`config.mk`:
```
export PLATFORM = sky130hd
export DESIGN_NAME = saxi_fifo
export DESIGN_NICKNAME = d
export VERILOG_FILES = /design/src/rtl/saxi_fifo_pkg.sv /design/src/rtl/saxi_fifo_ram.sv /design/src/rtl/saxi_fifo.sv
export SDC_FILE = /design/constraint.sdc
export NUM_CORES = 1
export LEC_CHECK = 0
export ABC_AREA = 1
export CORE_ASPECT_RATIO = 1.25
export CORE_MARGIN = 1
export CORE_UTILIZATION = 40
export CTS_CLUSTER_SIZE = 10
export DETAILED_ROUTE_END_ITERATION = 12
export PLACE_DENSITY = 0.57
export SYNTH_ARGS = -nofsm -noshare
export SYNTH_HDL_FRONTEND = slang
export SYNTH_SLANG_ARGS = --single-unit
```
`constraint.sdc`:
```
create_clock -name ACLK -period 3.69 [get_ports ACLK]
set_clock_uncertainty 0.2 [all_clocks]
set_input_delay 0.738 -clock ACLK [delete_from_list [all_inputs] [get_ports ACLK]]
set_output_delay 0.738 -clock ACLK [all_outputs]
set_load 0.005 [all_outputs]
```
`src/rtl/saxi_fifo_pkg.sv`:
```
// Shared definitions for the AXI-stream FIFO: depth helper and the per-cycle
// handshake classification used by the occupancy counter.
package saxi_fifo_pkg;

  typedef enum logic [1:0] {
    OpIdle = 2'b00,
    OpPush = 2'b01,
    OpPop  = 2'b10,
    OpBoth = 2'b11
  } fifo_op_e;

  function automatic int unsigned depth_of(input int unsigned addr_width);
    return 32'd1 << addr_width;
  endfunction

  function automatic fifo_op_e decode_op(input logic push, input logic pop);
    fifo_op_e op;
    unique case ({pop, push})
      2'b01:   op = OpPush;
      2'b10:   op = OpPop;
      2'b11:   op = OpBoth;
      default: op = OpIdle;
    endcase
    return op;
  endfunction

endpackage

```
`src/rtl/saxi_fifo_ram.sv`:
```
// Simple dual-port storage: synchronous write, asynchronous read.
// Kept separate so it can be swapped for a block-RAM macro later.
module saxi_fifo_ram
  import saxi_fifo_pkg::*;
#(
  parameter int unsigned DATA_WIDTH = 32,
  parameter int unsigned ADDR_WIDTH = 4
) (
  input  logic                  clk_i,
  input  logic                  we_i,
  input  logic [ADDR_WIDTH-1:0] waddr_i,
  input  logic [DATA_WIDTH-1:0] wdata_i,
  input  logic [ADDR_WIDTH-1:0] raddr_i,
  output logic [DATA_WIDTH-1:0] rdata_o
);

  localparam int unsigned DEPTH = depth_of(ADDR_WIDTH);

  logic [DATA_WIDTH-1:0] mem_q [DEPTH];

  always_ff @(posedge clk_i) begin
    if (we_i) begin
      mem_q[waddr_i] <= wdata_i;
    end
  end

  assign rdata_o = mem_q[raddr_i];

endmodule

```
`src/rtl/saxi_fifo.sv`:
```
// AXI-stream FIFO with first-word-fall-through output, registered input ready,
// fill level and almost-full flag.
module saxi_fifo
  import saxi_fifo_pkg::*;
#(
  parameter int unsigned DATA_WIDTH = 32,
  parameter int unsigned ADDR_WIDTH = 4,
  parameter int unsigned AF_THRESH  = 12
) (
  input  logic                  ACLK,
  input  logic                  ARESETn,
  output logic                  TREADY_IN,
  input  logic                  TVALID_IN,
  input  logic [DATA_WIDTH-1:0] TDATA_IN,
  input  logic                  TREADY_OUT,
  output logic                  TVALID_OUT,
  output logic [DATA_WIDTH-1:0] TDATA_OUT,
  output logic [ADDR_WIDTH:0]   LEVEL,
  output logic                  ALMOST_FULL
);

  localparam int unsigned DEPTH = depth_of(ADDR_WIDTH);
  localparam logic [ADDR_WIDTH:0]   CntFull  = (ADDR_WIDTH+1)'(DEPTH);
  localparam logic [ADDR_WIDTH:0]   CntOne   = (ADDR_WIDTH+1)'(1);
  localparam logic [ADDR_WIDTH:0]   AfThresh = (ADDR_WIDTH+1)'(AF_THRESH);
  localparam logic [ADDR_WIDTH-1:0] PtrOne   = (ADDR_WIDTH)'(1);

  logic [ADDR_WIDTH-1:0] wr_ptr_q, wr_ptr_d;
  logic [ADDR_WIDTH-1:0] rd_ptr_q, rd_ptr_d;
  logic [ADDR_WIDTH:0]   count_q, count_d;
  logic                  tready_q, tready_d;
  logic                  push, pop;
  fifo_op_e              op;

  assign push = TVALID_IN & tready_q;
  assign pop  = TVALID_OUT & TREADY_OUT;
  assign op   = decode_op(push, pop);

  always_comb begin
    wr_ptr_d = wr_ptr_q;
    rd_ptr_d = rd_ptr_q;
    count_d  = count_q;
    if (push) begin
      wr_ptr_d = wr_ptr_q + PtrOne;
    end
    if (pop) begin
      rd_ptr_d = rd_ptr_q + PtrOne;
    end
    unique case (op)
      OpPush:         count_d = count_q + CntOne;
      OpPop:          count_d = count_q - CntOne;
      OpIdle, OpBoth: count_d = count_q;
      default:        count_d = count_q;
    endcase
    // Ready looks at next occupancy only, so a pop while full re-opens the
    // input one cycle later without any combinational path from TREADY_OUT.
    tready_d = (count_d != CntFull);
  end

  always_ff @(posedge ACLK or negedge ARESETn) begin
    if (!ARESETn) begin
      wr_ptr_q <= '0;
      rd_ptr_q <= '0;
      count_q  <= '0;
      tready_q <= 1'b0;
    end else begin
      wr_ptr_q <= wr_ptr_d;
      rd_ptr_q <= rd_ptr_d;
      count_q  <= count_d;
      tready_q <= tready_d;
    end
  end

  saxi_fifo_ram #(
    .DATA_WIDTH(DATA_WIDTH),
    .ADDR_WIDTH(ADDR_WIDTH)
  ) u_ram (
    .clk_i  (ACLK),
    .we_i   (push),
    .waddr_i(wr_ptr_q),
    .wdata_i(TDATA_IN),
    .raddr_i(rd_ptr_q),
    .rdata_o(TDATA_OUT)
  );

  assign TREADY_IN   = tready_q;
  assign TVALID_OUT  = (count_q != '0);
  assign LEVEL       = count_q;
  assign ALMOST_FULL = (count_q >= AfThresh);

endmodule

```
== Word-level counts from Yosys, hierarchy flattened ==
Memory sizes are Yosys's and may differ from the RTL's.
Cells that the tools add are included.

* Register bits after elaboration: 14
* Bits in writable memories: 512
* Input port bits: 36
* Output and inout bits: 40
* Logic and storage cells: 26
* Memories: 1

{| class="wikitable"
|+ Memory list
! memory !! words !! bits a word !! rd ports !! clocked after memory_dff !! wr ports !! RTL line !! text
|-
| u_ram.mem_q || 16 || 32 || 1 || 0 || 1 || saxi_fifo_ram.sv:19 || <nowiki>logic [DATA_WIDTH-1:0] mem_q [DEPTH];</nowiki>
|}

* Add/sub/neg operators: 4
* Magnitude comparators: 1
* Equality and inequality tests: 7
* Multiplexer cells: 4
* Bitwise gates (word level): 2
* Reductions and logical operators: 3

{| class="wikitable"
|+ Operators with widths
! cell !! number
|-
| $pmux W5 S3 || 1
|-
| $add A4 B1 Y4 const B || 2
|-
| $eq A2 B2 Y1 const B || 4
|-
| $pmux W2 S3 || 1
|-
| $add A5 B1 Y5 const B || 1
|-
| $ge A5 B4 Y1 const B || 1
|-
| $ne A5 B5 Y1 const B || 1
|-
| $reduce_bool A5 Y1 || 1
|-
| $sub A5 B1 Y5 const B || 1
|-
| $eq A2 B1 Y1 const B || 2
|-
| $and A1 B1 Y1 || 2
|-
| $logic_not A2 Y1 || 1
|-
| $mux W1 || 2
|-
| $reduce_or A2 Y1 || 1
|}

== Depth between registers and ports, before layout ==
* Depth after elaboration: 8
* Gate-level depth with buffers: 14

== By module ==
From an unflattened synthesis, not the netlist that was laid out.

* Cells, all modules: 2,179
* Area total of the unflattened synthesis: 22,880.7 um^2

{| class="wikitable"
|+ By module, submodules not included
! module !! times used !! cells each !! area an instance (um^2) !! seq. area each (um^2)
|-
| saxi_fifo_ram || 1 || 2,088 || 22,089.9 || 15,374.7
|-
| saxi_fifo || 1 || 91 || 790.8 || 350.3
|}

== Worst setup path before layout ==
OpenSTA, ideal clock, no wires.

* Kind: input port to flip-flop
* Start: input TVALID_IN
* End: memory u_ram.mem_q[11][0], enable pin
* Library setup time: 421 ps
* Data arrival time: 2,470 ps
* Required time: 3,069 ps
* Slack: 599 ps
* Stages on the path: 4
* Buffers on the path: 0
* Cell sequence: nand2_1 -> inv_1 -> nand3_1 -> nor2_1

* Cells in the longest elaborated chain, start to end: 3

{| class="wikitable"
|+ RTL lines
! what !! RTL line !! text
|-
| from (decl) || saxi_fifo.sv:13 || <nowiki>input logic TVALID_IN,</nowiki>
|-
| $and A1 B1 Y1 || saxi_fifo.sv:35 || <nowiki>assign push = TVALID_IN & tready_q;</nowiki>
|-
| $mux W1 || saxi_fifo_ram.sv:22 || <nowiki>if (we_i) begin</nowiki>
|-
| $mux W1 (not written as such) || saxi_fifo_ram.sv:23 || <nowiki>mem_q[waddr_i] <= wdata_i;</nowiki>
|-
| to (decl) || saxi_fifo_ram.sv:19 ||
|}

No other way between the ends.

== Final worst setup path ==
* Start: register rd_ptr_q[0]
* End: output TDATA_OUT[15]

* Cells in the longest elaborated chain, start to end: 1

{| class="wikitable"
|+ RTL lines
! what !! RTL line !! text
|-
| from (decl) || saxi_fifo.sv:29 || <nowiki>logic [ADDR_WIDTH-1:0] rd_ptr_q, rd_ptr_d;</nowiki>
|-
| from (signal assigned) || saxi_fifo.sv:68 || <nowiki>rd_ptr_q <= rd_ptr_d;</nowiki>
|-
| $mem_v2 Z16 W32 || n/a ||
|-
| to (decl) || saxi_fifo.sv:17 || <nowiki>output logic [DATA_WIDTH-1:0] TDATA_OUT,</nowiki>
|}

No other way between the ends.

==> results.md <==
- The required time of the worst setup path is between 2 and 3 ns.
- The number of hold violations in the final report was 0.
- The worst supply voltage drop on vdd is between 500 and 600 uV.
- The worst hold margin is around 0.38 ns.
- The first-pass detailed-route iteration total is 5.
- Dividing the detail-routed wire length by the instance count gives between 20 and 25 um.
- The signed area change from the synthesized netlist to the final layout is 17.1%.
- The total of fill cells in the finished design is 4522.
- By startpoint and endpoint, the worst setup path is classified as register to primary output.
- The distinct cell type count of the synthesized netlist is 23.
- The worst pin sits at a relative slew slack of 0.533.
- The most numerous cell type found on the critical path is sky130_fd_sc_hd__nand3_1.
- The total routed wirelength is about 55000 um.
- The net count of the finished layout is ~1900.
- The detailed-route via count is 13500.
- The proportion of layout cells with a drive suffix above 1 is 0.0841.
- Clock-pin slew was measured on the worst setup and hold paths at approximately 0.06 ns.
- STA classifies the critical path startpoint as a register.
- The share of the yosys chip area belonging to registers is 0.739.
- The tool flagged a number of max-cap violations equal to 0.
- At the pin with the least slew margin, the transition time is 0.699 ns.
- The largest fanout on the critical path is 28.
- In the finished design, the share of the clock period the worst path needs comes to 0.972.
- Among all stages on the critical path, the largest delay is contributed by sky130_fd_sc_hd__clkdlybuf4s50_1.
- In this run the worst hold path is classified as input port to asynchronous set/reset pin.
- The number of global-route vias before repair came to ~13000.
- The total global-route track usage is 0.199.
- The total congestion overflow is 0.
- The net count after synthesis is about 1800.
- 0 antenna diodes ended up in the layout.
- The arrival time of data at the critical path endpoint is 2.65 ns.
- The first global-routing pass estimated between 80000 and 90000 um of wire.
- In this run the most used layer during global routing was met2.
- For the finished layout, the period the worst path requires is ~3.6 ns.
- In this run the vertical extent of the chip is approximately 260 um.
- The post-synthesis area per instance is ~12 um2.
- The post-synthesis register bit count is 526.
- The per-cell via count in the routed design is about 5.4.
- Detailed placement ended at an HPWL of ~27000 um.
- The tree is rooted in a sky130_fd_sc_hd__clkbuf_16.
- The buffer and inverter count on the worst path is 5.
- The met2 routing resource usage after global routing is 0.336.
- The number of CTS-inserted buffers is 58.
- For this run, the slowest stage of the critical path takes between 0.5 and 0.6 ns.
- The number of instances in the synthesized netlist is 1733.
- The detailed router's first-iteration violation count is between 1000 and 1500.
- The die covers about 54000 um2.
- The number of antenna violations at the first check in global routing came to 1.
- The area inside the core boundary is between 50000 and 60000 um2.
- CTS built an H-tree with a depth of 2.
- The post-layout instance count excluding filler cells is approximately 2500.
- The final number of max-transition violations came to 0.
- Timing would allow up to 279 MHz.
- The die is approximately 210 um wide.
- The I/O pin count is 76.
- For this run, design rule violations remaining after detail routing come to 0.
- The count of standard-cell rows is 94.
- In this run the remaining antenna-violating nets after routing total 0.
- The longest clock path from root to sink contains 3 buffers.
- The initial core utilization is 0.405.
- Port buffering added 75 buffers.
- Setup violations remaining at the end of the flow were counted as 0.
- TritonCTS built the clock tree.
- Setup repair after global routing could not meet its margin everywhere.
- The pin count of the biggest net entering global routing is between 70 and 80.
- For this design the static power due to leakage is about 0.0086 uW.
- The count of synthesis-stage warnings from yosys is 0.
- STA classifies the critical path endpoint as a primary output.
- The critical path goes through buf_12 > inv_12 > buf_4 > clkbuf_16 > o21ai_1 > nand3_1 > nand3_1 > nand2_1 > clkdlybuf4s50_1.
- For this run, global-route usage on met3 was measured as 0.0269.
- The category of cells accounting for the largest share of critical-path delay is buffers and inverters.
- The design draws between 20000 and 25000 uW.
- Counting every sink on the clock net gives ~530.
- The power density relative to cell area is about 800 nW/um2.
- The smallest setup slack after layout is a little over 0.1 ns.
- The final weighted congestion in routability-driven placement is 0.763.
- For the worst-skew pair, the clock arrives at the later sink with an insertion delay of 0.58 ns.
- The final design utilization is 0.474.
- The cell area that synthesis handed to floorplanning was about 21000 um2.
- The pre-CTS setup slack is 0.594 ns.
- Once placement completed, the tool counted placed cells totaling about 2400.
- For met1 alone, demand over resource in global routing was 0.267.
- The run finished with clean final reports.
registers in the layout, indices dropped and copies added (netlist names):
name,count
u_ram.mem_q,512
rd_ptr_q,4
TREADY_IN,1
wr_ptr_q,4
LEVEL,5
logic make-up after synthesis:
kind of cell               share of synthesized area
AOI/OAI and AO/OA                             0.0675
xor gates and xnor gates                     0.00329
adders and majority gates                    0.00623
buffers and inverters                         0.0391
DFF                                            0.739
and+or+nand+nor                                0.145
power breakdown:
part	total (uW)	switching (uW)	leakage (uW)	internal, uW
clock	4960	2130	0.000747	2830
sequential	7490	250	0.00478	7240
combinational	7700	4760	0.00303	2930
Yosys cell counts:
cell type                    n  area, um2
sky130_fd_sc_hd__buf_6      14        158
sky130_fd_sc_hd__o211ai_1   44        330
sky130_fd_sc_hd__inv_2       2       7.51
sky130_fd_sc_hd__clkinv_1    1       3.75
sky130_fd_sc_hd__xnor2_1     1       8.76
sky130_fd_sc_hd__edfxtp_1  512      15400
sky130_fd_sc_hd__o21ai_1   124        621
sky130_fd_sc_hd__buf_4      13       97.6
sky130_fd_sc_hd__nand4_1     2       12.5
sky130_fd_sc_hd__or2_2       1       6.26
sky130_fd_sc_hd__a21oi_1     2       10.0
sky130_fd_sc_hd__inv_1      63        236
sky130_fd_sc_hd__nand2_1   104        390
sky130_fd_sc_hd__fa_1        1       20.0
sky130_fd_sc_hd__o21ai_0    95        475
sky130_fd_sc_hd__dfrtp_1    14        350
sky130_fd_sc_hd__nor2_1    446       1670
sky130_fd_sc_hd__clkbuf_1   34        128
sky130_fd_sc_hd__buf_2      29        145
sky130_fd_sc_hd__buf_1      15       56.3
sky130_fd_sc_hd__xor2_1      7       61.3
sky130_fd_sc_hd__nand3_1   200       1000
sky130_fd_sc_hd__ha_1        9        113
area by class of cell:
type,instances,area [um2],area share
clock buffers,71,1520,0.0611
clock inverters,2,12.5,0.000502
inverters,66,273,0.0109
multi-input cells,1036,4850,0.195
flip-flops and latches,526,15700,0.631
well taps,672,841,0.0337
repair buffers,142,1690,0.0676
path summary, 6_finish.rpt:
path / start / endpoint / slack, ns / depth (start not counted)
max in group asynchronous: ARESETn / rd_ptr_q[0]$_DFFE_PN0P_ / 2.40 / 1
worst max-delay path: rd_ptr_q[0]$_DFFE_PN0P_ / TDATA_OUT[15] / 0.10 / 9
min in group ACLK: wr_ptr_q[2]$_DFFE_PN0P_ / wr_ptr_q[2]$_DFFE_PN0P_ / 0.38 / 2
worst min-delay path: ARESETn / wr_ptr_q[2]$_DFFE_PN0P_ / 0.38 / 1
worst max register to register: LEVEL[0]$_DFF_PN0_ / TREADY_IN$_DFF_PN0_ / 1.11 / 10
worst min register to register: wr_ptr_q[2]$_DFFE_PN0P_ / wr_ptr_q[2]$_DFFE_PN0P_ / 0.38 / 2
per-stage QoR:
stage	TNS, ns	instance area, um2
6_report	0	24900
5_1_grt	-0.0252	24900
4_1_cts	0	24700
3_5_place_dp	0	23100
3_3_place_gp	0	23100
2_1_floorplan	0	21300
per-layer routing:
layer  wire, um  part of all wire
met1      23500              0.43
met2      26900              0.49
met3       2990             0.055
met4       1310             0.024
met5         17           0.00031
timing repair:
| item | in CTS | in global routing |
|---|---|---|
| hold buffers | 0 | 0 |
| buffers inserted | 0 | 8 |
| setup endpoints to repair | 4 | 26 |
| gates resized for setup | 6 | 15 |
| cloned | 1 | 3 |
cells in the final DEF, fill, tap and decap left out:
| cell | instances |
|---|---|
| sky130_fd_sc_hd__nand4_1 | 2 |
| sky130_fd_sc_hd__o21ai_1 | 124 |
| sky130_fd_sc_hd__inv_6 | 1 |
| sky130_fd_sc_hd__clkdlybuf4s50_1 | 75 |
| sky130_fd_sc_hd__nor2_4 | 16 |
| sky130_fd_sc_hd__buf_6 | 1 |
| sky130_fd_sc_hd__fa_1 | 1 |
| sky130_fd_sc_hd__nor2_1 | 430 |
| sky130_fd_sc_hd__a21oi_1 | 2 |
| sky130_fd_sc_hd__buf_8 | 3 |
| sky130_fd_sc_hd__clkbuf_16 | 62 |
| sky130_fd_sc_hd__nand3_2 | 1 |
| sky130_fd_sc_hd__xor2_1 | 7 |
| sky130_fd_sc_hd__bufbuf_16 | 1 |
| sky130_fd_sc_hd__nand3_1 | 199 |
| sky130_fd_sc_hd__dfrtp_4 | 2 |
| sky130_fd_sc_hd__edfxtp_1 | 512 |
| sky130_fd_sc_hd__xnor2_1 | 1 |
| sky130_fd_sc_hd__buf_16 | 7 |
| sky130_fd_sc_hd__inv_12 | 1 |
| sky130_fd_sc_hd__ha_1 | 9 |
| sky130_fd_sc_hd__nand2_1 | 102 |
| sky130_fd_sc_hd__dfrtp_2 | 2 |
| sky130_fd_sc_hd__o21ai_0 | 95 |
| sky130_fd_sc_hd__inv_1 | 62 |
| sky130_fd_sc_hd__clkbuf_1 | 12 |
| sky130_fd_sc_hd__or2_2 | 1 |
| sky130_fd_sc_hd__o211ai_1 | 44 |
| sky130_fd_sc_hd__buf_12 | 15 |
| sky130_fd_sc_hd__buf_4 | 37 |
| sky130_fd_sc_hd__clkinv_8 | 1 |
| sky130_fd_sc_hd__dfrtp_1 | 10 |
| sky130_fd_sc_hd__inv_2 | 2 |
| sky130_fd_sc_hd__nand2_2 | 2 |
| sky130_fd_sc_hd__clkinv_1 | 1 |
Note: power is estimated with default switching activity, not from simulation.
